$ cat src/rtl/counter_pkg.sv
`default_nettype none
// ============================================================================
//  Package     : counter_pkg
//  Description : Shared types and constants for the down-counting timer.
//  Revision    : 1.0 - initial release
// ============================================================================
package counter_pkg;

   // Default count width used when the timer is instantiated without override
   localparam int DEFAULT_WIDTH = 3;

   // Timer control state: waiting for a load, or counting down
   typedef enum logic [0:0] {
      IDLE = 1'b0,
      RUN  = 1'b1
   } state_t;

endpackage : counter_pkg
`default_nettype wire

$ cat src/rtl/counter_down_timer.sv
`default_nettype none
// ============================================================================
//  Module      : counter_down_timer
//  Description : Loadable down-counter with optional auto-reload, count
//                enable, abort and a registered one-cycle terminal-count pulse.
//  Revision    : 1.0 - initial release
// ============================================================================
module counter_down_timer #(
   parameter int WIDTH = counter_pkg::DEFAULT_WIDTH
) (
   input  logic             clk,
   input  logic             rst,
   input  logic             load_valid,
   output logic             load_ready,
   input  logic [WIDTH-1:0] load_value,
   input  logic             reload,
   input  logic             en,
   input  logic             abort,
   output logic [WIDTH-1:0] out,
   output logic             busy,
   output logic             tc
);

   import counter_pkg::*;

   localparam logic [WIDTH-1:0] c_ZERO = '0;
   localparam logic [WIDTH-1:0] c_ONE  = WIDTH'(1);

   state_t           r_state;
   logic [WIDTH-1:0] r_count;
   logic [WIDTH-1:0] r_latched;
   logic             r_reload;
   logic             r_tc;

   state_t           w_state_nxt;
   logic [WIDTH-1:0] w_count_nxt;
   logic [WIDTH-1:0] w_latched_nxt;
   logic             w_reload_nxt;
   logic             w_tc_nxt;

   // Next-state and next-count decode; everything holds unless acted upon
   always_comb begin
      w_state_nxt   = r_state;
      w_count_nxt   = r_count;
      w_latched_nxt = r_latched;
      w_reload_nxt  = r_reload;
      w_tc_nxt      = 1'b0;

      case (r_state)
         IDLE: begin
            // en and abort have no meaning while idle; only a load matters
            if (load_valid) begin
               w_count_nxt = load_value;
               if (load_value != c_ZERO) begin
                  w_state_nxt   = RUN;
                  w_latched_nxt = load_value;
                  w_reload_nxt  = reload;
               end else begin
                  // Zero load expires immediately, reload mode notwithstanding
                  w_tc_nxt = 1'b1;
               end
            end
         end
         RUN: begin
            if (abort) begin
               w_count_nxt = c_ZERO;
               w_state_nxt = IDLE;
            end else if (en) begin
               if (r_count > c_ONE) begin
                  w_count_nxt = r_count - c_ONE;
               end else if (r_count == c_ONE) begin
                  w_count_nxt = c_ZERO;
                  w_tc_nxt    = 1'b1;
                  if (!r_reload) begin
                     w_state_nxt = IDLE;
                  end
               end else begin
                  // Count sits at zero only in reload mode: restart the period
                  w_count_nxt = r_latched;
               end
            end
         end
         default: begin
            w_state_nxt = IDLE;
         end
      endcase
   end

   // Single registered update of all timer state, synchronous reset wins
   always_ff @(posedge clk) begin
      if (rst) begin
         r_state   <= IDLE;
         r_count   <= c_ZERO;
         r_latched <= c_ZERO;
         r_reload  <= 1'b0;
         r_tc      <= 1'b0;
      end else begin
         r_state   <= w_state_nxt;
         r_count   <= w_count_nxt;
         r_latched <= w_latched_nxt;
         r_reload  <= w_reload_nxt;
         r_tc      <= w_tc_nxt;
      end
   end

   assign load_ready = (r_state == IDLE);
   assign busy       = (r_state == RUN);
   assign out        = r_count;
   assign tc         = r_tc;

endmodule : counter_down_timer
`default_nettype wire

$ cat config.mk
export PLATFORM = sky130hd
export DESIGN_NAME = counter_down_timer
export DESIGN_NICKNAME = d
export VERILOG_FILES = /design/src/rtl/counter_pkg.sv /design/src/rtl/counter_down_timer.sv
export SDC_FILE = /design/constraint.sdc
export NUM_CORES = 1
export LEC_CHECK = 0
export BUFFER_PORTS_ARGS = -buffer_cell sky130_fd_sc_hd__buf_2
export CAP_MARGIN = 0
export CORE_AREA = 2 2 39 41
export CTS_BUF_LIST = sky130_fd_sc_hd__clkbuf_4
export DETAILED_ROUTE_END_ITERATION = 12
export DIE_AREA = 0 0 41 43
export GPL_TIMING_DRIVEN = 0
export SKIP_CTS_REPAIR_TIMING = 1
export SYNTH_ARGS = -nofsm -noshare
export SYNTH_HDL_FRONTEND = slang
export SYNTH_SLANG_ARGS = --single-unit
$ cat constraint.sdc
create_clock -name clk -period 1.29 [get_ports clk]
set_input_delay 0.0645 -clock clk [delete_from_list [all_inputs] [get_ports clk]]
set_output_delay 0.0645 -clock clk [all_outputs]
set_load 0.02 [all_outputs]
=== Word level (Yosys, flattened, before mapping) ===
Cells that the tools add are included.

* Input bits: 9
* Output and inout bits: 6
* Logic and storage cells: 35
* Register bits: 9

* Multiplexer cells: 21
* Equal/unequal tests: 3
* Bitwise gates (word level): 1
* Add/subtract/negate cells: 1
* Order comparisons: 1
* Reductions and logical operators: 3

{| class="wikitable"
|+ Operators by type and width
! cell !! count
|-
| two-way mux 3 bit || 5
|-
| two-way mux 1 bit || 13
|-
| one-hot mux 3 bit (2 select lines) || 1
|-
| one-hot mux 1 bit (2 select lines) || 2
|-
| == test 3 x 1 -> 1 bit (second input constant) || 1
|-
| > comparator 3 x 1 -> 1 bit (second input constant) || 1
|-
| != test 3 bit (second input constant) || 1
|-
| AND reduction 3 bit || 1
|-
| nonzero test 3 bit || 1
|-
| subtractor 3 x 1 -> 3 bit (second input constant) || 1
|-
| != test 2 bit (second input constant) || 1
|-
| AND reduction 2 bit || 1
|-
| NOT 1 bit || 1
|}

=== Longest topological paths before layout ===
* Depth in word-level cells: 6
* Depth in mapped cells: 5
* Depth with buffers taken out: 5

=== Worst setup path before layout ===
Ideal clock, no wire load.

* Path kind: register -> register
* From: reg r_count[0], in the netlist out[0]
* To: reg r_tc, in the netlist tc
* Arrival time: 1335 ps
* Setup time: 70 ps
* Clock period less this slack: 1405 ps
* Stages on the path, launching flop included: 5
* Required time: 1220 ps
* Path buffers: 0
* Setup slack: -115 ps
* Cell sequence: dfxtp_1 > ha_1 > nand2b_1 > or4_1 > a21oi_1

* Longest elaborated chain between the ends: 6
* Elaborated cells on any way between the ends: 7
* Those cells by class: order compare: 1; eq/ne: 1; mux: 5

{| class="wikitable"
|+ RTL lines
! item !! RTL line !! text
|-
| start: declaration || counter_down_timer.sv:30 || <nowiki>logic [WIDTH-1:0] r_count;</nowiki>
|-
| start signal: assignment || counter_down_timer.sv:93 || <nowiki>r_count <= c_ZERO;</nowiki>
|-
| start signal: assignment || counter_down_timer.sv:99 || <nowiki>r_count <= w_count_nxt;</nowiki>
|-
| parallel branches: the longest is 2 deep, another holds > comparator 3 x 1 -> 1 bit || - ||
|-
| two-way mux 1 bit (*) || counter_down_timer.sv:69 || <nowiki>if (r_count > c_ONE) begin</nowiki>
|-
| two-way mux 1 bit (*) || counter_down_timer.sv:68 || <nowiki>end else if (en) begin</nowiki>
|-
| two-way mux 1 bit (*) || counter_down_timer.sv:65 || <nowiki>if (abort) begin</nowiki>
|-
| one-hot mux 1 bit (2 select lines) (*) || counter_down_timer.sv:49 || <nowiki>case (r_state)</nowiki>
|-
| end signal: assignment || counter_down_timer.sv:102 || <nowiki>r_tc <= w_tc_nxt;</nowiki>
|-
| end: declaration || counter_down_timer.sv:33 || <nowiki>logic r_tc;</nowiki>
|}

Mark *: on every way between the ends.
A chain may end at the register's enable or synchronous reset.

=== Worst setup path after layout ===
* From: reg r_count[1], in the netlist out[1]
* To: reg r_tc, in the netlist tc

The elaborated chain is that of the path after synthesis.

==> out/results.ini <==
[finish]
nFillCells = 139
fin_nets = 94
drive_gt1_share_pct = 36.6
design_area_um2 = 662
syn_to_final_growth_pct = 32.9
antenna_cells = 0

[drt]
antenna_left = 0
wire_per_inst_um = 12.3
first_pass_iters = 4
via_per_inst = 5.39
via_count = 528
drtIter0Drc = 8
drt_wl_total_um = 1210
drc = 0

[floorplanning]
core_um2 = 1380
die_h_um = 43
io_pins = 15
dieArea_um2 = 1760
fp.dieW_um = 41
initial_core_util_pct = 36.0
row_count = 14

[synthesis]
ys_seq_elements = 9
synth_flop_cell = dfxtp_1
synthTopCellsByArea = dfxtp_1, a21oi_1, o21ai_0, o31ai_1, ha_1
synthMostInstantiatedCell = dfxtp_1
synth_cell_types = 21
yosys_warnings = 0
ys_top_cells_by_count = dfxtp_1, a21oi_1, o21ai_0
synth_compound_area_share_pct = 28.9
avgSynthCellArea_um2 = 7.90
synthMuxAreaShare_pct = 0
synth_edf_count = 0
synth_top_family_by_area = compound AO/OA/AOI/OAI gates
synth-seq-area-share_pct = 36.2
syn-cell-area_um2 = 498
yosys.area.top_type = dfxtp_1
syn-num-nets = 74
synth-adder-area-share_pct = 5.03
ys_async_sr_fraction_pct = 0
synth_top_area_share_pct = 36.2
synth_xor_area_share_pct = 0
syn-instance-count = 63
synthSimpleGateAreaFrac_pct = 25.1

[pwr]
report.power.total_uw = 737
cellLeakagePower_nw = 0.282
ir_drop_v = 0.000594
powerDensity_nw_per_um2 = 1110

[global_route]
grt_pass1_vias = 416
grt_max_degree = 10
antenna_found_initial = 0
grt_pass1_wl_um = 1740
grt-ovfl-total = 0
grt_use_total_pct = 15.3

[clock_network]
cts_num_sinks = 9
cts.clk_slew.worst_paths_ns = 0.06
cts_max_path_buffers = 2
root_buffer = clkbuf_4
cts_buffers = 3
clkLatencyLatePin_ns = 0.27
cts.htree.levels = 1
cts_tree = built

[place]
place_area_um2 = 592
port_buffers = 14
routabilityCongestion = 0.781
dp_hpwl_um = 907

[setup_path]
worstPathRequired_ns = 1.50
reg2reg_setup_slack_ns = 0.07
path_class = reg2reg
rr_startpoint = out[1]$_SDFFE_PP0P_
cp-end-kind = register
cp-startpoint = out[1]$_SDFFE_PP0P_
startpoint_type = register
critPathMaxFanout = 7
cp.arrival_ns = 1.43
r2r_cells = 5
r2r-end = tc$_SDFF_PP0_
cp-endpoint = tc$_SDFF_PP0_

[timing]
fin_worst_skew_ns = 0.00101
setup_viol = 0
drv_slew = 0
tns_ns = 0
max_slew_margin_pct = 68.3
min_period_ns = 1.22
max_freq_ghz = 0.823
hold_viol_final = 0
rsz0062_at_grt = false
worstMarginPinSlew_ns = 0.472
holdWs_ns = 0.0530
fin_crit_sh_pct = 94.2

[run_status]
status = completed

[job]
drv_cap = 0

[min_path]
min_path_type = in2reg

## worst min-delay path by stage
| stage | start | endpoint | slack (ns) | cells after the start |
|---|---|---|---|---|
| 3_3_place_gp | rst | busy$_SDFF_PP0_ | 0.33 | 2 |
| 4_1_cts | rst | busy$_SDFF_PP0_ | 0.04 | 2 |
| 2_1_floorplan | rst | busy$_SDFF_PP0_ | 0.13 | 1 |
| 6_report | reload | r_reload$_SDFFE_PP0P_ | 0.05 | 3 |
| 3_5_place_dp | rst | busy$_SDFF_PP0_ | 0.34 | 2 |
| 5_1_grt | reload | r_reload$_SDFFE_PP0P_ | 0.05 | 3 |
## routing by layer
metal	routed length [um]	part of all wire [%]	global-route usage (%)	up-vias
li1	-	-	-	275
met4	0	0	6.00	0
met1	560	46	19.2	244
met2	576	48	20.6	9
met5	0	0	0	-
met3	69	5.7	9.42	0
## where the power goes
group / switching (mW) / internal (mW)
registers: 0.0300 / 0.301
logic: 0.101 / 0.0801
clock network: 0.111 / 0.115
total: 0.242 / 0.496
## per-stage QoR
| stage | std cells | utilization [%] | setup slack, ns |
|---|---|---|---|
| 6_report | 98 | 47.8 | 0.0748 |
| 5_1_grt | 98 | 47.8 | 0.0101 |
| 4_1_cts | 97 | 44.8 | -0.0393 |
| 3_5_place_dp | 93 | 42.8 | -0.0149 |
| 3_3_place_gp | 93 | 42.8 | -0.0253 |
| 2_1_floorplan | 63 | - | 0.0104 |
## layout by cell type, fill, tap and decap left out, types with 2 or more instances in the layout
cell       n
o31ai_1    5
nand4_1    3
inv_1      3
dfxtp_4    2
buf_2     15
nor3_1     2
or3_1      2
o21ai_0    8
or4_1      2
dfxtp_1    6
a21oi_1    7
clkbuf_4   3
nand2_1    6
## final cells by class
cell class	instances	area, um2	share of cell area [%]
sequential	9	189	28.5
timing repair buffer	15	77.6	11.7
clock buffer	3	22.5	3.40
buffer	1	5.00	0.756
multi-input combinational	48	322	48.6
tap	16	20.0	3.02
inverter	5	21.3	3.21
clock inverter	1	5.00	0.756
## logic make-up (layout without fill, tap and decap cells)
family          after synthesis  after routing
compound gates               24             24
simple gates                 22             22
flops                         9              9
buf+inv                       6             25
fa+ha+maj                     2              2
## registers in the layout, summed over array words and instances, names as in the netlist
register   flops
busy           1
out            3
r_latched      3
r_reload       1
tc             1
## worst max-delay path, stage by stage (launching register included)
cell and delay, ns:
dfxtp_4 0.37, inv_4 0.06, ha_4 0.13, nand2b_4 0.07, or4_4 0.41, a21oi_2 0.11
No activity file was read; power rests on OpenSTA's default activity.
